--- config.mk ---
export PLATFORM = sky130hd
export DESIGN_NAME = cam_decimator
export DESIGN_NICKNAME = d
export VERILOG_FILES = /design/src/rtl/cam_decimator.sv
export SDC_FILE = /design/constraint.sdc
export NUM_CORES = 1
export LEC_CHECK = 0
export ABC_AREA = 1
export BUFFER_PORTS_ARGS = -buffer_cell sky130_fd_sc_hd__buf_2
export CORE_MARGIN = 1.5
export CORE_UTILIZATION = 40
export CTS_CLUSTER_DIAMETER = 80
export CTS_CLUSTER_SIZE = 12
export DETAILED_ROUTE_END_ITERATION = 10
export GPL_TIMING_DRIVEN = 0
export PLACE_DENSITY = 0.55
export SLEW_MARGIN = 0
export SYNTH_ARGS = -nofsm -noshare
export SYNTH_HDL_FRONTEND = slang
export SYNTH_SLANG_ARGS = --single-unit
--- constraint.sdc ---
create_clock -name pclk -period 4.25 [get_ports pclk]
set_input_delay 0.2125 -clock pclk [delete_from_list [all_inputs] [get_ports pclk]]
set_output_delay 0.2125 -clock pclk [all_outputs]
set_load 0.1 [all_outputs]
--- src/rtl/cam_decimator.sv ---
// cam_decimator
//   Camera-capture downscaler in the sensor pixel-clock domain. Sensor bytes
//   qualified by h_ref/v_sync are assembled into BYTES_PP-byte pixels, the
//   first byte received being the most significant. Every H_DIV-th pixel of
//   every V_DIV-th line is kept. Its top OUT_W bits are emitted with a linear
//   framebuffer address.
//
// Ports
//   pclk       in   sensor pixel clock (only clock)
//   reset_n    in   asynchronous active-low reset
//   enable     in   capture enable, looked at only when a frame starts
//   data_in    in   sensor byte [DATA_W]
//   h_ref      in   line-valid qualifier
//   v_sync     in   frame sync, active high
//   data_out   out  decimated pixel [OUT_W]
//   out_valid  out  one-cycle strobe qualifying data_out / wr_addr
//   wr_addr    out  out_y*(H_ACTIVE/H_DIV)+out_x [ADDR_W]
//   frame_done out  one-cycle pulse when a captured frame ends
//   line_err   out  sticky line-format error, cleared at frame start
//
// Pipeline: input register -> capture/decimate stage -> output register, so
// the last byte of a pixel sampled at edge N gives a strobe after edge N+2.
module cam_decimator #(
  parameter int DATA_W   = 8,
  parameter int BYTES_PP = 2,
  parameter int H_DIV    = 2,
  parameter int V_DIV    = 2,
  parameter int OUT_W    = 2,
  parameter int H_ACTIVE = 640,
  parameter int V_ACTIVE = 480,
  parameter int ADDR_W   = 17
) (
  input  logic              pclk,
  input  logic              reset_n,
  input  logic              enable,
  input  logic [DATA_W-1:0] data_in,
  input  logic              h_ref,
  input  logic              v_sync,
  output logic [OUT_W-1:0]  data_out,
  output logic              out_valid,
  output logic [ADDR_W-1:0] wr_addr,
  output logic              frame_done,
  output logic              line_err
);

  localparam int PIX_W = DATA_W * BYTES_PP;
  localparam int H_OUT = H_ACTIVE / H_DIV;
  localparam int X_W   = $clog2(H_ACTIVE + 1);
  localparam int Y_W   = $clog2(V_ACTIVE + 1);
  localparam int PH_W  = (BYTES_PP > 1) ? $clog2(BYTES_PP) : 1;
  localparam int HD_W  = (H_DIV > 1) ? $clog2(H_DIV) : 1;
  localparam int VD_W  = (V_DIV > 1) ? $clog2(V_DIV) : 1;

  localparam logic [X_W-1:0]    X_MAX   = X_W'(H_ACTIVE);
  localparam logic [Y_W-1:0]    Y_MAX   = Y_W'(V_ACTIVE);
  localparam logic [PH_W-1:0]   PH_LAST = PH_W'(BYTES_PP - 1);
  localparam logic [HD_W-1:0]   HD_LAST = HD_W'(H_DIV - 1);
  localparam logic [VD_W-1:0]   VD_LAST = VD_W'(V_DIV - 1);
  localparam logic [ADDR_W-1:0] ROW_INC = ADDR_W'(H_OUT);

  typedef enum logic [1:0] {
    IDLE    = 2'd0,
    SYNC    = 2'd1,
    CAPTURE = 2'd2
  } state_t;

  // Registered sensor inputs and their one-cycle-delayed copies for edge detection.
  logic [DATA_W-1:0] data_r;
  logic              href_r, href_d_r;
  logic              vsync_r, vsync_d_r;

  state_t            state_r;
  logic [PH_W-1:0]   byte_ph_r;
  logic [X_W-1:0]    x_r;
  logic [Y_W-1:0]    y_r;
  logic [HD_W-1:0]   x_ph_r;    // x mod H_DIV
  logic [VD_W-1:0]   y_ph_r;    // y mod V_DIV
  logic [ADDR_W-1:0] col_r;     // x / H_DIV
  logic [ADDR_W-1:0] row_base_r;// (y / V_DIV) * H_OUT

  // Stage between pixel completion and the output register.
  logic              pix_valid_r;
  logic [OUT_W-1:0]  pix_data_r;
  logic [ADDR_W-1:0] pix_addr_r;

  logic              vsync_rise_s, vsync_fall_s, href_fall_s;
  logic              byte_load_s;
  logic [PIX_W-1:0]  word_next_s;
  logic              unused_word_s;

  assign vsync_rise_s = vsync_r & ~vsync_d_r;
  assign vsync_fall_s = ~vsync_r & vsync_d_r;
  assign href_fall_s  = ~href_r & href_d_r;
  // A v_sync rise pre-empts any byte arriving in the same cycle.
  assign byte_load_s  = (state_r == CAPTURE) & href_r & ~vsync_rise_s;
  // Only the MS bits reach data_out; the low bits are part of the word by definition.
  assign unused_word_s = ^word_next_s;

  // Register the sensor pins once and keep delayed copies for edge detection.
  always_ff @(posedge pclk or negedge reset_n) begin
    if (!reset_n) begin
      data_r    <= '0;
      href_r    <= 1'b0;
      vsync_r   <= 1'b0;
      href_d_r  <= 1'b0;
      vsync_d_r <= 1'b0;
    end else begin
      data_r    <= data_in;
      href_r    <= h_ref;
      vsync_r   <= v_sync;
      href_d_r  <= href_r;
      vsync_d_r <= vsync_r;
    end
  end

  generate
    if (BYTES_PP > 1) begin : g_multi
      // Earlier bytes of the pixel in progress; the oldest byte sits at the top.
      logic [PIX_W-DATA_W-1:0] word_r;

      // Shift each accepted byte into the partial pixel word.
      always_ff @(posedge pclk or negedge reset_n) begin
        if (!reset_n) begin
          word_r <= '0;
        end else if (byte_load_s) begin
          word_r <= word_next_s[PIX_W-DATA_W-1:0];
        end else begin
          word_r <= word_r;
        end
      end

      assign word_next_s = {word_r, data_r};
    end else begin : g_single
      assign word_next_s = data_r;
    end
  endgenerate

  // Frame FSM, position/decimation counters, incremental address and registered outputs.
  always_ff @(posedge pclk or negedge reset_n) begin
    if (!reset_n) begin
      state_r     <= IDLE;
      byte_ph_r   <= '0;
      x_r         <= '0;
      y_r         <= '0;
      x_ph_r      <= '0;
      y_ph_r      <= '0;
      col_r       <= '0;
      row_base_r  <= '0;
      pix_valid_r <= 1'b0;
      pix_data_r  <= '0;
      pix_addr_r  <= '0;
      data_out    <= '0;
      out_valid   <= 1'b0;
      wr_addr     <= '0;
      frame_done  <= 1'b0;
      line_err    <= 1'b0;
    end else begin
      // Output stage: a pixel already past completion still drains.
      out_valid   <= pix_valid_r;
      data_out    <= pix_data_r;
      wr_addr     <= pix_addr_r;
      pix_valid_r <= 1'b0;
      frame_done  <= 1'b0;

      if (vsync_rise_s) begin
        // Restart from any state; ending a capture reports the finished frame.
        state_r    <= SYNC;
        frame_done <= (state_r == CAPTURE);
      end else begin
        case (state_r)
          IDLE: begin
            state_r <= IDLE;
          end
          SYNC: begin
            if (vsync_fall_s && enable) begin
              state_r    <= CAPTURE;
              byte_ph_r  <= '0;
              x_r        <= '0;
              y_r        <= '0;
              x_ph_r     <= '0;
              y_ph_r     <= '0;
              col_r      <= '0;
              row_base_r <= '0;
              line_err   <= 1'b0;
            end else if (vsync_fall_s) begin
              state_r <= IDLE;
            end else begin
              state_r <= SYNC;
            end
          end
          CAPTURE: begin
            if (href_r) begin
              if (byte_ph_r == PH_LAST) begin
                byte_ph_r <= '0;
                if (x_r < X_MAX) begin
                  x_r <= x_r + X_W'(1);
                  if (x_ph_r == HD_LAST) begin
                    x_ph_r <= '0;
                    col_r  <= col_r + ADDR_W'(1);
                  end else begin
                    x_ph_r <= x_ph_r + HD_W'(1);
                  end
                  if ((x_ph_r == '0) && (y_ph_r == '0) && (y_r < Y_MAX)) begin
                    pix_valid_r <= 1'b1;
                    pix_data_r  <= word_next_s[PIX_W-1 -: OUT_W];
                    pix_addr_r  <= row_base_r + col_r;
                  end else begin
                    pix_valid_r <= 1'b0;
                  end
                end else begin
                  // Pixel beyond the active width.
                  line_err <= 1'b1;
                end
              end else begin
                byte_ph_r <= byte_ph_r + PH_W'(1);
              end
            end else if (href_fall_s) begin
              // End of line: a non-zero byte phase means a truncated pixel.
              x_r       <= '0;
              x_ph_r    <= '0;
              col_r     <= '0;
              byte_ph_r <= '0;
              if (byte_ph_r != '0) begin
                line_err <= 1'b1;
              end else begin
                line_err <= line_err;
              end
              if (y_r < Y_MAX) begin
                y_r <= y_r + Y_W'(1);
                if (y_ph_r == VD_LAST) begin
                  y_ph_r     <= '0;
                  row_base_r <= row_base_r + ROW_INC;
                end else begin
                  y_ph_r <= y_ph_r + VD_W'(1);
                end
              end else begin
                y_r <= y_r;
              end
            end else begin
              state_r <= CAPTURE;
            end
          end
          default: begin
            state_r <= IDLE;
          end
        endcase
      end
    end
  end

endmodule

==> impl_metrics.json, run 1 <==
{
  "diodes": 0,
  "utilization_pct": 46.6,
  "finalClockSkew_ns": 0.00849,
  "drv_slew": 0,
  "drt_wl_total_um": 12300,
  "seq_area_frac_synth_pct": 46.5,
  "worstMarginPinSlew_ns": 0.672,
  "hp-class": "input port to flop",
  "fillCellCount": 1367,
  "portBuffers": 28,
  "p_leak_uw": 0.00309,
  "dr.pass1.iters": 4,
  "startpoint_type": "flop",
  "cts_tree": "built",
  "die_area_mm2": 0.0144,
  "p_per_area_mw_per_mm2": 333,
  "grt_pass1_vias": 4543,
  "grt_pass1_wl_um": 21300,
  "ant_nets": 0,
  "overflow": 0,
  "cp_max_fo": 10,
  "crit_arrival_ns": 2.19,
  "fp.dieW_um": 120,
  "p_total_uw": 2070,
  "grt_max_degree": 65,
  "clk_latency_ns": 0.36,
  "drt_iter0_markers": 285,
  "dieHeight_um": 120,
  "post-dp-hpwl_um": 8850,
  "cts.path.max_buffers": 2,
  "numCtsBuffers": 9,
  "syn_nets": 738,
  "root_buffer": "clkbuf_16",
  "ff2ff_path_depth": 11,
  "post_cts_buffers": 0,
  "fmax_mhz": 513,
  "num_rows": 42,
  "finalSetupViolCount": 0,
  "tns_ns": 0,
  "hold_depth": 5,
  "finalWeightedCongestion": 0.880,
  "timing_hold_violations_final": 0,
  "ir_drop_uv": 142,
  "syn_inst": 708,
  "cp-end-kind": "flop",
  "wl_per_cell_um": 13.2,
  "synth.distinct_cells": 42,
  "rsz0062_at_grt": "no",
  "syn_area_per_cell_um2": 7.76,
  "final_cell_mix": "197 x nand2_1, 102 x dfrtp_1, 80 x inv_1",
  "period_share_pct": 45.9,
  "cts.sinks": 102,
  "final_common_cell": "nand2_1",
  "drc_errors": 0,
  "viasPerCell": 4.96,
  "track_usage_pct": 18.7,
  "io_pins": 35,
  "worst-setup-path-type": "flop to flop",
  "synth_area_mm2": 0.00549,
  "cp.required_ns": 4.49,
  "core_area_mm2": 0.0133,
  "status": "completed",
  "num_vias": 4636,
  "drive_gt1_share_pct": 11.1,
  "antenna_found_initial": 0,
  "ys_ff_latch": 102,
  "min_period_ns": 1.95,
  "area_growth_pct": 13.2,
  "drv_cap": 0,
  "final_nets": 783,
  "clkTransAtPathRegs_ns": 0.07,
  "start_util_pct": 41.2,
  "htreeDepth": 3,
  "maxSlewHeadroom_pct": 55.2,
  "ys_warn_count": 0
}
-- state kept, by name (all words and copies together) (netlist names), 9 cells and up --
register / flops
wr_addr: 17
x_r: 10
col_r: 17
y_r: 9
pix_addr_r: 17
row_base_r: 11
-- cells in the mapped netlist (all sizes together) --
| master | n | area share, % |
|---|---|---|
| a31oi | 1 | 0.11 |
| xnor2 | 6 | 0.96 |
| nor2 | 77 | 5.7 |
| o211ai | 1 | 0.14 |
| a21oi | 18 | 1.9 |
| o21bai | 6 | 0.96 |
| o21a | 1 | 0.14 |
| o22ai | 1 | 0.11 |
| or2 | 5 | 0.57 |
| and3 | 1 | 0.11 |
| nand3b | 1 | 0.14 |
| nand2 | 202 | 14 |
| conb | 1 | 0.068 |
| dfrtp | 102 | 46 |
| mux2 | 2 | 0.41 |
| o21ai | 48 | 4.4 |
| ha | 17 | 3.9 |
| buf | 10 | 1.4 |
| inv | 89 | 6.2 |
| and2 | 1 | 0.11 |
| clkbuf | 6 | 0.43 |
| a21o | 1 | 0.14 |
| nand4 | 22 | 2.5 |
| nand3 | 70 | 6.6 |
| nor3 | 8 | 0.73 |
| xor2 | 11 | 1.8 |
-- kinds of logic (layout without fill, tap and decap cells) --
logic type	after synthesis	after routing	share of synthesized area (%)
AO/OA/AOI/OAI	77	77	7.95
XOR/XNOR	17	17	2.71
adder cells (fa/ha/maj)	17	17	3.87
buffers and inverters	105	155	7.97
flip-flops	102	102	46.5
multiplexers	2	2	0.410
other	1	1	0.0683
AND/OR/NAND/NOR	387	387	30.6
-- cell type report --
cell class	instances	area, um2	share of cell area, %
inverters	89	339	5.45
repair buffers	34	220	3.54
well taps	176	220	3.54
multi-input cells	501	2500	40.3
clock buffers	12	236	3.80
clock inverters	4	47.5	0.765
flip-flops and latches	102	2550	41.0
plain buffers	16	98.8	1.59
-- final timing paths --
| path | from | slack, ns | endpoint |
|---|---|---|---|
| worst max-delay path | state_r[0] | 2.30 | pix_data_r[0] |
| worst min-delay path | enable | 0.31 | state_r[1] |
| worst max register to register | state_r[0] | 2.30 | pix_data_r[0] |
| worst min register to register | pix_valid_r | 0.35 | out_valid |
| max in group asynchronous | reset_n | 3.17 | row_base_r[12] |
| min in group asynchronous | reset_n | 0.38 | wr_addr[1] |
-- stage by stage --
step	worst slack (ns)	hold slack, ns	cells	instance area (um2)
floorplan	2.60	-0.0831	708	5490
global placement	1.82	0.322	912	5850
detailed placement	2.28	0.234	913	5880
CTS	2.26	0.306	934	6220
global route	2.04	0.362	934	6220
finish	2.30	0.307	934	6220
-- repair_timing --
action,4_1_cts,5_1_grt
gates resized for setup,0,0
hold buffers,5,0
hold endpoints to repair,42,0
-- power breakdown --
part	internal [uW]	switching, uW	leakage (uW)
Clock	455	361	0.000137
Sequential	1000	25.5	0.00131
Combinational	66.4	161	0.00165
Total	1520	547	0.00309
-- per-layer routing --
metal	vias to the layer above	track usage (%)	wire (um)	part of all wire, %
li1	2364	-	-	-
met1	2175	24.0	5930	48
met2	80	31.1	5750	47
met3	17	2.78	369	3.0
met4	0	8.41	260	2.1
met5	-	0	0	0
-- worst max-delay path: stages (launching register included) --
cell and delay (ns):
dfrtp_1 0.38, inv_1 0.07, ha_1 0.14, buf_4 0.17, nand2_4 0.09, inv_4 0.14, nand2_2 0.09, nor2_1 0.14
nand2_2 0.17, clkbuf_1 0.28, nand2_1 0.12, nand2_1 0.06
(Power assumes the default switching activity.)
==> run 2: changes to the inputs <==
--- a/config.mk
+++ b/config.mk
@@ -5,7 +5,7 @@
 export SDC_FILE = /design/constraint.sdc
 export NUM_CORES = 1
 export LEC_CHECK = 0
-export ABC_AREA = 1
+export ABC_AREA = 0
 export BUFFER_PORTS_ARGS = -buffer_cell sky130_fd_sc_hd__buf_2
 export CORE_MARGIN = 1.5
 export CORE_UTILIZATION = 40
@@ -13,7 +13,7 @@
 export CTS_CLUSTER_SIZE = 12
 export DETAILED_ROUTE_END_ITERATION = 10
 export GPL_TIMING_DRIVEN = 0
-export PLACE_DENSITY = 0.55
+export PLACE_DENSITY = 0.56
 export SLEW_MARGIN = 0
 export SYNTH_ARGS = -nofsm -noshare
 export SYNTH_HDL_FRONTEND = slang
==> constraint.sdc (replaced) <==
create_clock -name pclk -period 1.8 [get_ports pclk]
set_input_delay 0.09 -clock pclk [delete_from_list [all_inputs] [get_ports pclk]]
set_output_delay 0.09 -clock pclk [all_outputs]
set_load 0.1 [all_outputs]
==> run 2 against run 1 <==
The flow now finishes with violations (negative setup slack). Highest routed layer unchanged. Via count down 25%. Largest cell class unchanged. Synthesized area down 15%. Largest power group unchanged. Total power up 130%. Clock skew up 0.00091 ns.
==> impl_metrics.json, run 2 <==
{
  "startpoint_type": "flop",
  "track_usage_pct": 16.1,
  "path_delay_family": "buffers and inverters",
  "reg.largest.list": "col_r: 17 flops, pix_addr_r: 17 flops, wr_addr: 17 flops",
  "drv_slew": 0,
  "maxSlewHeadroom_pct": 54.8,
  "violations": "negative setup slack",
  "slowest_stage": "dfrtp_1",
  "synthXorXnorAreaFrac_pct": 8.21,
  "start_util_pct": 41.1,
  "final_common_cell": "dfrtp_1",
  "synth-simple-area-share_pct": 19.2,
  "antenna_found_initial": 0,
  "clk_latency_ns": 0.35,
  "grt_max_degree": 61,
  "area_growth_pct": 28.3,
  "syn_nets": 490,
  "finalSetupViolCount": 55,
  "synthAdderAreaFrac_pct": 4.53,
  "fp.dieW_um": 111,
  "clkTransAtPathRegs_ns": 0.07,
  "synth.distinct_cells": 46,
  "hp-class": "input port to asynchronous set/reset pin",
  "syn_area_per_cell_um2": 10.2,
  "drive_gt1_share_pct": 26.4,
  "overflow": 0,
  "p_per_area_mw_per_mm2": 778,
  "p_total_uw": 4690,
  "grt_pass1_vias": 3421,
  "post-dp-hpwl_um": 6250,
  "synth-compound-area-share_pct": 10.4,
  "min_period_ns": 2.10,
  "dr.pass1.iters": 4,
  "finalClockSkew_ns": 0.00941,
  "swShare_pct": 25.1,
  "p_int_uw": 3510,
  "cts_tree": "built",
  "crit_arrival_ns": 2.32,
  "drc_errors": 0,
  "synth_area_leader_cell": "dfrtp_1",
  "synth_top_family_by_area": "simple AND/OR/NAND/NOR gates",
  "worst-setup-path-type": "flop to flop",
  "cp-end-kind": "flop",
  "p_leak_uw": 0.00282,
  "num_rows": 39,
  "synthMuxAreaShare_pct": 1.12,
  "worstPathCellList": "inv_2, ha_4, and3_1, o21ai_1, a221o_1, buf_4, buf_8, buf_12, nor2_4, xnor2_1, nor2_1",
  "p_switching_uw": 1170,
  "drt_wl_total_um": 9630,
  "fillCellCount": 1042,
  "cp_max_fo": 5,
  "ys_warn_count": 0,
  "diodes": 0,
  "htreeDepth": 3,
  "seq_area_frac_synth_pct": 54.4,
  "power_frac_clock_pct": 38.4,
  "synth.area.top_cells": "dfrtp_1 54%, nand2_1 5.0%, xor2_1 4.7%, ha_1 4.5%, nor2_1 3.7%",
  "root_buffer": "clkbuf_16",
  "finalWeightedCongestion": 0.798,
  "critPathBufInv": 4,
  "synthTopCellsByCount": "102 x dfrtp_1, 63 x nand2_1, 46 x nor2_1",
  "io_pins": 35,
  "syn_inst": 460,
  "fmax_mhz": 475,
  "drv_cap": 0,
  "portBuffers": 28,
  "num_vias": 3482,
  "timing_hold_violations_final": 0,
  "cp.required_ns": 2.02,
  "postSynth.asyncResetShare_pct": 100,
  "synth_ff_type": "dfrtp_1",
  "slowest_delay_ns": 0.39,
  "numCtsBuffers": 9,
  "dp_slack_ns": -0.543,
  "drt_iter0_markers": 144,
  "final_cell_mix": "100 x dfrtp_1, 59 x nand2_1, 42 x nor2_1",
  "combPwrFrac_pct": 10.7,
  "fin_ws_ns": -0.304,
  "ant_nets": 0,
  "cts.path.max_buffers": 2,
  "rsz0062_at_grt": "yes",
  "power_frac_seq_pct": 50.9,
  "yosysMostFrequentCell": "dfrtp_1",
  "cts.sinks": 102,
  "period_share_pct": 117,
  "ir_drop_uv": 544,
  "synth_area_mm2": 0.00469,
  "dieHeight_um": 111,
  "synth_edf_count": 0,
  "ys_ff_latch": 102,
  "die_area_mm2": 0.0124,
  "viasPerCell": 5.14,
  "synth_top_area_share_pct": 54.4,
  "final_nets": 560,
  "wl_per_cell_um": 14.2,
  "core_area_mm2": 0.0114,
  "worstMarginPinSlew_ns": 0.675,
  "status": "finished with violations",
  "grt_pass1_wl_um": 16000
}
## run 2: changes by cell type after synthesis, moves of 5 or more
cell / change
nand4_1: -14
inv_1: -67
o21ai_0: -8
nand3_1: -49
xnor2_1: +13
inv_2: -7
nor4_1: +6
nand2_1: -134
xor2_1: +14
o21ai_1: -5
and3_1: +12
nor2_1: -27
## run 2: layer usage
metal  part of all wire [%]  vias up  GRT usage, %
met1                     48     1661          21.1
met3                    3.1       19          2.50
li1                       -     1741             -
met5                      0        -             0
met4                    2.3        0          8.61
met2                     47       61          25.7
## run 2: worst paths after layout
kind,startpoint,to,slack [ns],depth (start not counted)
setup / recovery,state_r[1],x_r[2],-0.30,11
max in group asynchronous,reset_n,row_base_r[9],0.83,3
hold / removal,reset_n,pix_data_r[0],0.28,2
setup reg to reg,state_r[1],x_r[2],-0.30,11
min in group pclk,enable,state_r[1],0.35,7
hold reg to reg,pix_valid_r,out_valid,0.36,0
## run 2: cell type report
class,count,area [um2],share of cell area (%)
multi-input combinational,335,2370,39.4
sequential,102,2550,42.4
clock inverter,6,43.8,0.727
clock buffer,10,229,3.80
inverter,13,51.3,0.852
timing repair buffer,60,482,8.00
buffer,9,109,1.81
tap,143,179,2.97
## run 2: cells by family after synthesis
kind of cell	after synthesis
adders and majority gates	17
DFF	102
other	1
AOI/OAI and AO/OA	78
xor gates and xnor gates	44
and+or+nand+nor	188
buffers and inverters	25
muxes	5
## run 2: what timing repair did
item | CTS | global route
gates cloned | 3 | 2
endpoints found under the hold margin | 46 | 0
resized for setup | 58 | 27
pin swaps | 16 | 10
hold buffers | 5 | 0
endpoints found under the setup margin | 68 | 71
buffers inserted | 15 | 8
## run 2: worst reg2reg max path: cells and delay by family, from the launching register on
| family | cells | cell delay, ns |
|---|---|---|
| DFF | 1 | 0.39 |
| adders and majority gates | 1 | 0.18 |
| and+or+nand+nor | 3 | 0.31 |
| buffers and inverters | 4 | 0.51 |
| xor gates and xnor gates | 1 | 0.11 |
| AOI/OAI and AO/OA | 2 | 0.47 |
## run 2: metrics by stage
step | util, % | TNS [ns] | cell area, um2 | std cells | hold WS [ns]
final | 52.7 | -10.13 | 6020 | 678 | 0.276
after floorplan | - | -5.44 | 4810 | 460 | -0.206
after CTS | 51.0 | -8.72 | 5830 | 668 | 0.293
after global placement | 44.9 | -63.68 | 5130 | 631 | 0.199
after detailed placement | 45.2 | -20.04 | 5160 | 632 | 0.123
after global routing | 52.7 | -15.73 | 6020 | 678 | 0.340
## run 2: power by group through the flow
| stage | sequential [uW] | clock [uW] | combinational, uW |
|---|---|---|---|
| finish | 2390 | 1800 | 500 |
| global route | 2390 | 1970 | 545 |
| CTS | 2380 | 1870 | 465 |
| detailed placement | 2430 | 0 | 332 |
| global placement | 2430 | 0 | 318 |
| floorplan | 2430 | 0 | 198 |
==> run 3: changes to the inputs <==
--- a/config.mk
+++ b/config.mk
@@ -14,6 +14,7 @@
 export DETAILED_ROUTE_END_ITERATION = 10
 export GPL_TIMING_DRIVEN = 0
 export PLACE_DENSITY = 0.56
+export REMOVE_ABC_BUFFERS = 1
 export SLEW_MARGIN = 0
 export SYNTH_ARGS = -nofsm -noshare
 export SYNTH_HDL_FRONTEND = slang
==> run 3 against run 2 <==
The flow still finishes with violations (negative setup slack). Sequential cell count unchanged. Routed wire length shrank 4.0%. Clock skew fell by 0.0041 ns. Final cell count decreased by 1.9%. Sequential power hardly changed. Cell area fell by 2.6%. Total power rose by 5.4%. Combinational power shrank 12%. First-iteration DRC count increased by 39%. Core utilization decreased by 1.4 points. Largest cell class unchanged. Largest power group unchanged.
==> impl_metrics.json, run 3 (same netlist as run 2, synthesis figures left out) <==
{
  "met2_usage_pct": 25.9,
  "drv_slew": 0,
  "ant_nets": 0,
  "clkTransAtPathRegs_ns": 0.07,
  "cp.required_ns": 2.01,
  "root_buffer": "clkbuf_16",
  "area_growth_pct": 24.9,
  "timing_hold_violations_final": 0,
  "num_vias": 3448,
  "track_usage_pct": 16.0,
  "crit_arrival_ns": 2.33,
  "grt_pass1_vias": 3407,
  "reg2reg_slack_ns": -0.32,
  "fillCellCount": 1034,
  "portBuffers": 28,
  "cts_tree": "built",
  "drive_gt1_share_pct": 22.2,
  "die_area_mm2": 0.0124,
  "overflow": 0,
  "grt.busiest_layer": "met2",
  "post-dp-hpwl_um": 5680,
  "layoutNonFillerInstCount": 665,
  "dp_cells": 620,
  "min_period_ns": 2.12,
  "dr.pass1.iters": 4,
  "drt_wl_total_um": 9240,
  "drv_cap": 0,
  "fmax_mhz": 471,
  "cts.path.max_buffers": 2,
  "worstMarginPinSlew_ns": 0.722,
  "cp-end-kind": "flop",
  "startpoint_type": "flop",
  "numCtsBuffers": 9,
  "p_per_area_mw_per_mm2": 842,
  "reg.largest.list": "col_r: 17 flops, pix_addr_r: 17 flops, wr_addr: 17 flops",
  "cp_max_fo": 5,
  "hp-class": "input port to asynchronous set/reset pin",
  "clk_latency_ns": 0.35,
  "fin_ws_ns": -0.321,
  "r2r_start": "state_r[0]",
  "dieHeight_um": 111,
  "status": "finished with violations",
  "ir_drop_uv": 582,
  "grt_use_met1_pct": 20.7,
  "r2r_end": "x_r[7]",
  "cts.sinks": 102,
  "drc_errors": 0,
  "num_rows": 39,
  "htreeDepth": 3,
  "violations": "negative setup slack",
  "viasPerCell": 5.18,
  "finalSetupViolCount": 56,
  "fp.dieW_um": 111,
  "startpoint": "state_r[0]",
  "diodes": 0,
  "p_leak_uw": 0.00277,
  "ff2ff_path_depth": 8,
  "drt_iter0_markers": 200,
  "maxSlewHeadroom_pct": 51.8,
  "io_pins": 35,
  "final_cell_mix": "102 x dfrtp_1, 60 x nand2_1, 44 x nor2_1",
  "grt_pass1_wl_um": 15900,
  "core_area_mm2": 0.0114,
  "holdWs_ns": 0.218,
  "worst-setup-path-type": "flop to flop",
  "final_common_cell": "dfrtp_1",
  "period_share_pct": 118,
  "finalClockSkew_ns": 0.00532,
  "finalWeightedCongestion": 0.771,
  "wl_per_cell_um": 13.9,
  "endpoint": "x_r[7]",
  "rsz0062_at_grt": "yes",
  "grt_max_degree": 70,
  "met3_usage_pct": 3.21,
  "start_util_pct": 41.1,
  "antenna_found_initial": 0,
  "final_nets": 548
}
==> run 3: cell count changes in the layout (fill, tap and decap cells not counted), moves of 4 or more <==
cell     change
buf_4        -4
buf_8        -4
o21ai_0      +7
nand3_1      +4
o21ai_1      -5
nand3_2      -4
==> run 3: area by class of cell <==
| class | count | area, um2 | area share [%] |
|---|---|---|---|
| sequential | 102 | 2550 | 43.5 |
| multi-input combinational | 335 | 2310 | 39.3 |
| timing repair buffer | 57 | 455 | 7.77 |
| clock buffer | 10 | 239 | 4.08 |
| tap | 143 | 179 | 3.05 |
| clock inverter | 5 | 82.6 | 1.41 |
| inverter | 13 | 48.8 | 0.832 |
==> run 3: critical path, cell delays in order, from the launching register on <==
cell and delay [ns]:
dfrtp_1 0.42, inv_2 0.09, ha_4 0.16, nor2b_4 0.16, nand2_1 0.07, a221o_2 0.44
or4_4 0.44, xor2_1 0.17, nor2_1 0.06
==> run 3: how the worst min path moves through the flow <==
stage | start | end | slack [ns] | cells after the start
floorplan | reset_n | byte_ph_r | -0.21 | 0
global placement | v_sync | vsync_r | 0.20 | 1
detailed placement | reset_n | out_valid | 0.06 | 1
CTS | reset_n | wr_addr[1] | 0.23 | 2
global route | reset_n | out_valid | 0.27 | 2
finish | reset_n | out_valid | 0.22 | 2
==> run 3: routing by layer <==
metal  vias up  wire (um)
li1       1722          -
met1      1673       4440
met2        42       4350
met3        11        267
met4         0        188
met5         -          0
==> run 3: stage by stage <==
| step | TNS (ns) | power (uW) | area, um2 | utilization [%] | setup WS [ns] |
|---|---|---|---|---|---|
| global route | -16.67 | 5140 | 5860 | 51.3 | -0.388 |
| detailed placement | -67.85 | 2720 | 5000 | 43.8 | -1.53 |
| CTS | -10.34 | 4990 | 5800 | 50.8 | -0.316 |
| finish | -10.71 | 4940 | 5860 | 51.3 | -0.321 |
| global placement | -115.31 | 2700 | 4960 | 43.5 | -1.51 |
| floorplan | -33.58 | 2590 | 4640 | - | -0.903 |
==> run 3: timing repair <==
item,4_1_cts,5_1_grt
gates cloned,2,0
setup endpoints to repair,75,72
hold buffers,5,0
endpoints found under the hold margin,37,0
setup buffers,22,1
gates resized for setup,52,15
pin swaps,20,8
==> run 3: power by group <==
group / switching (uW) / leakage [uW] / internal, uW
Clock: 854 / 0.000159 / 1250
Combinational: 247 / 0.00130 / 196
Sequential: 49.7 / 0.00131 / 2340
Total: 1150 / 0.00277 / 3790
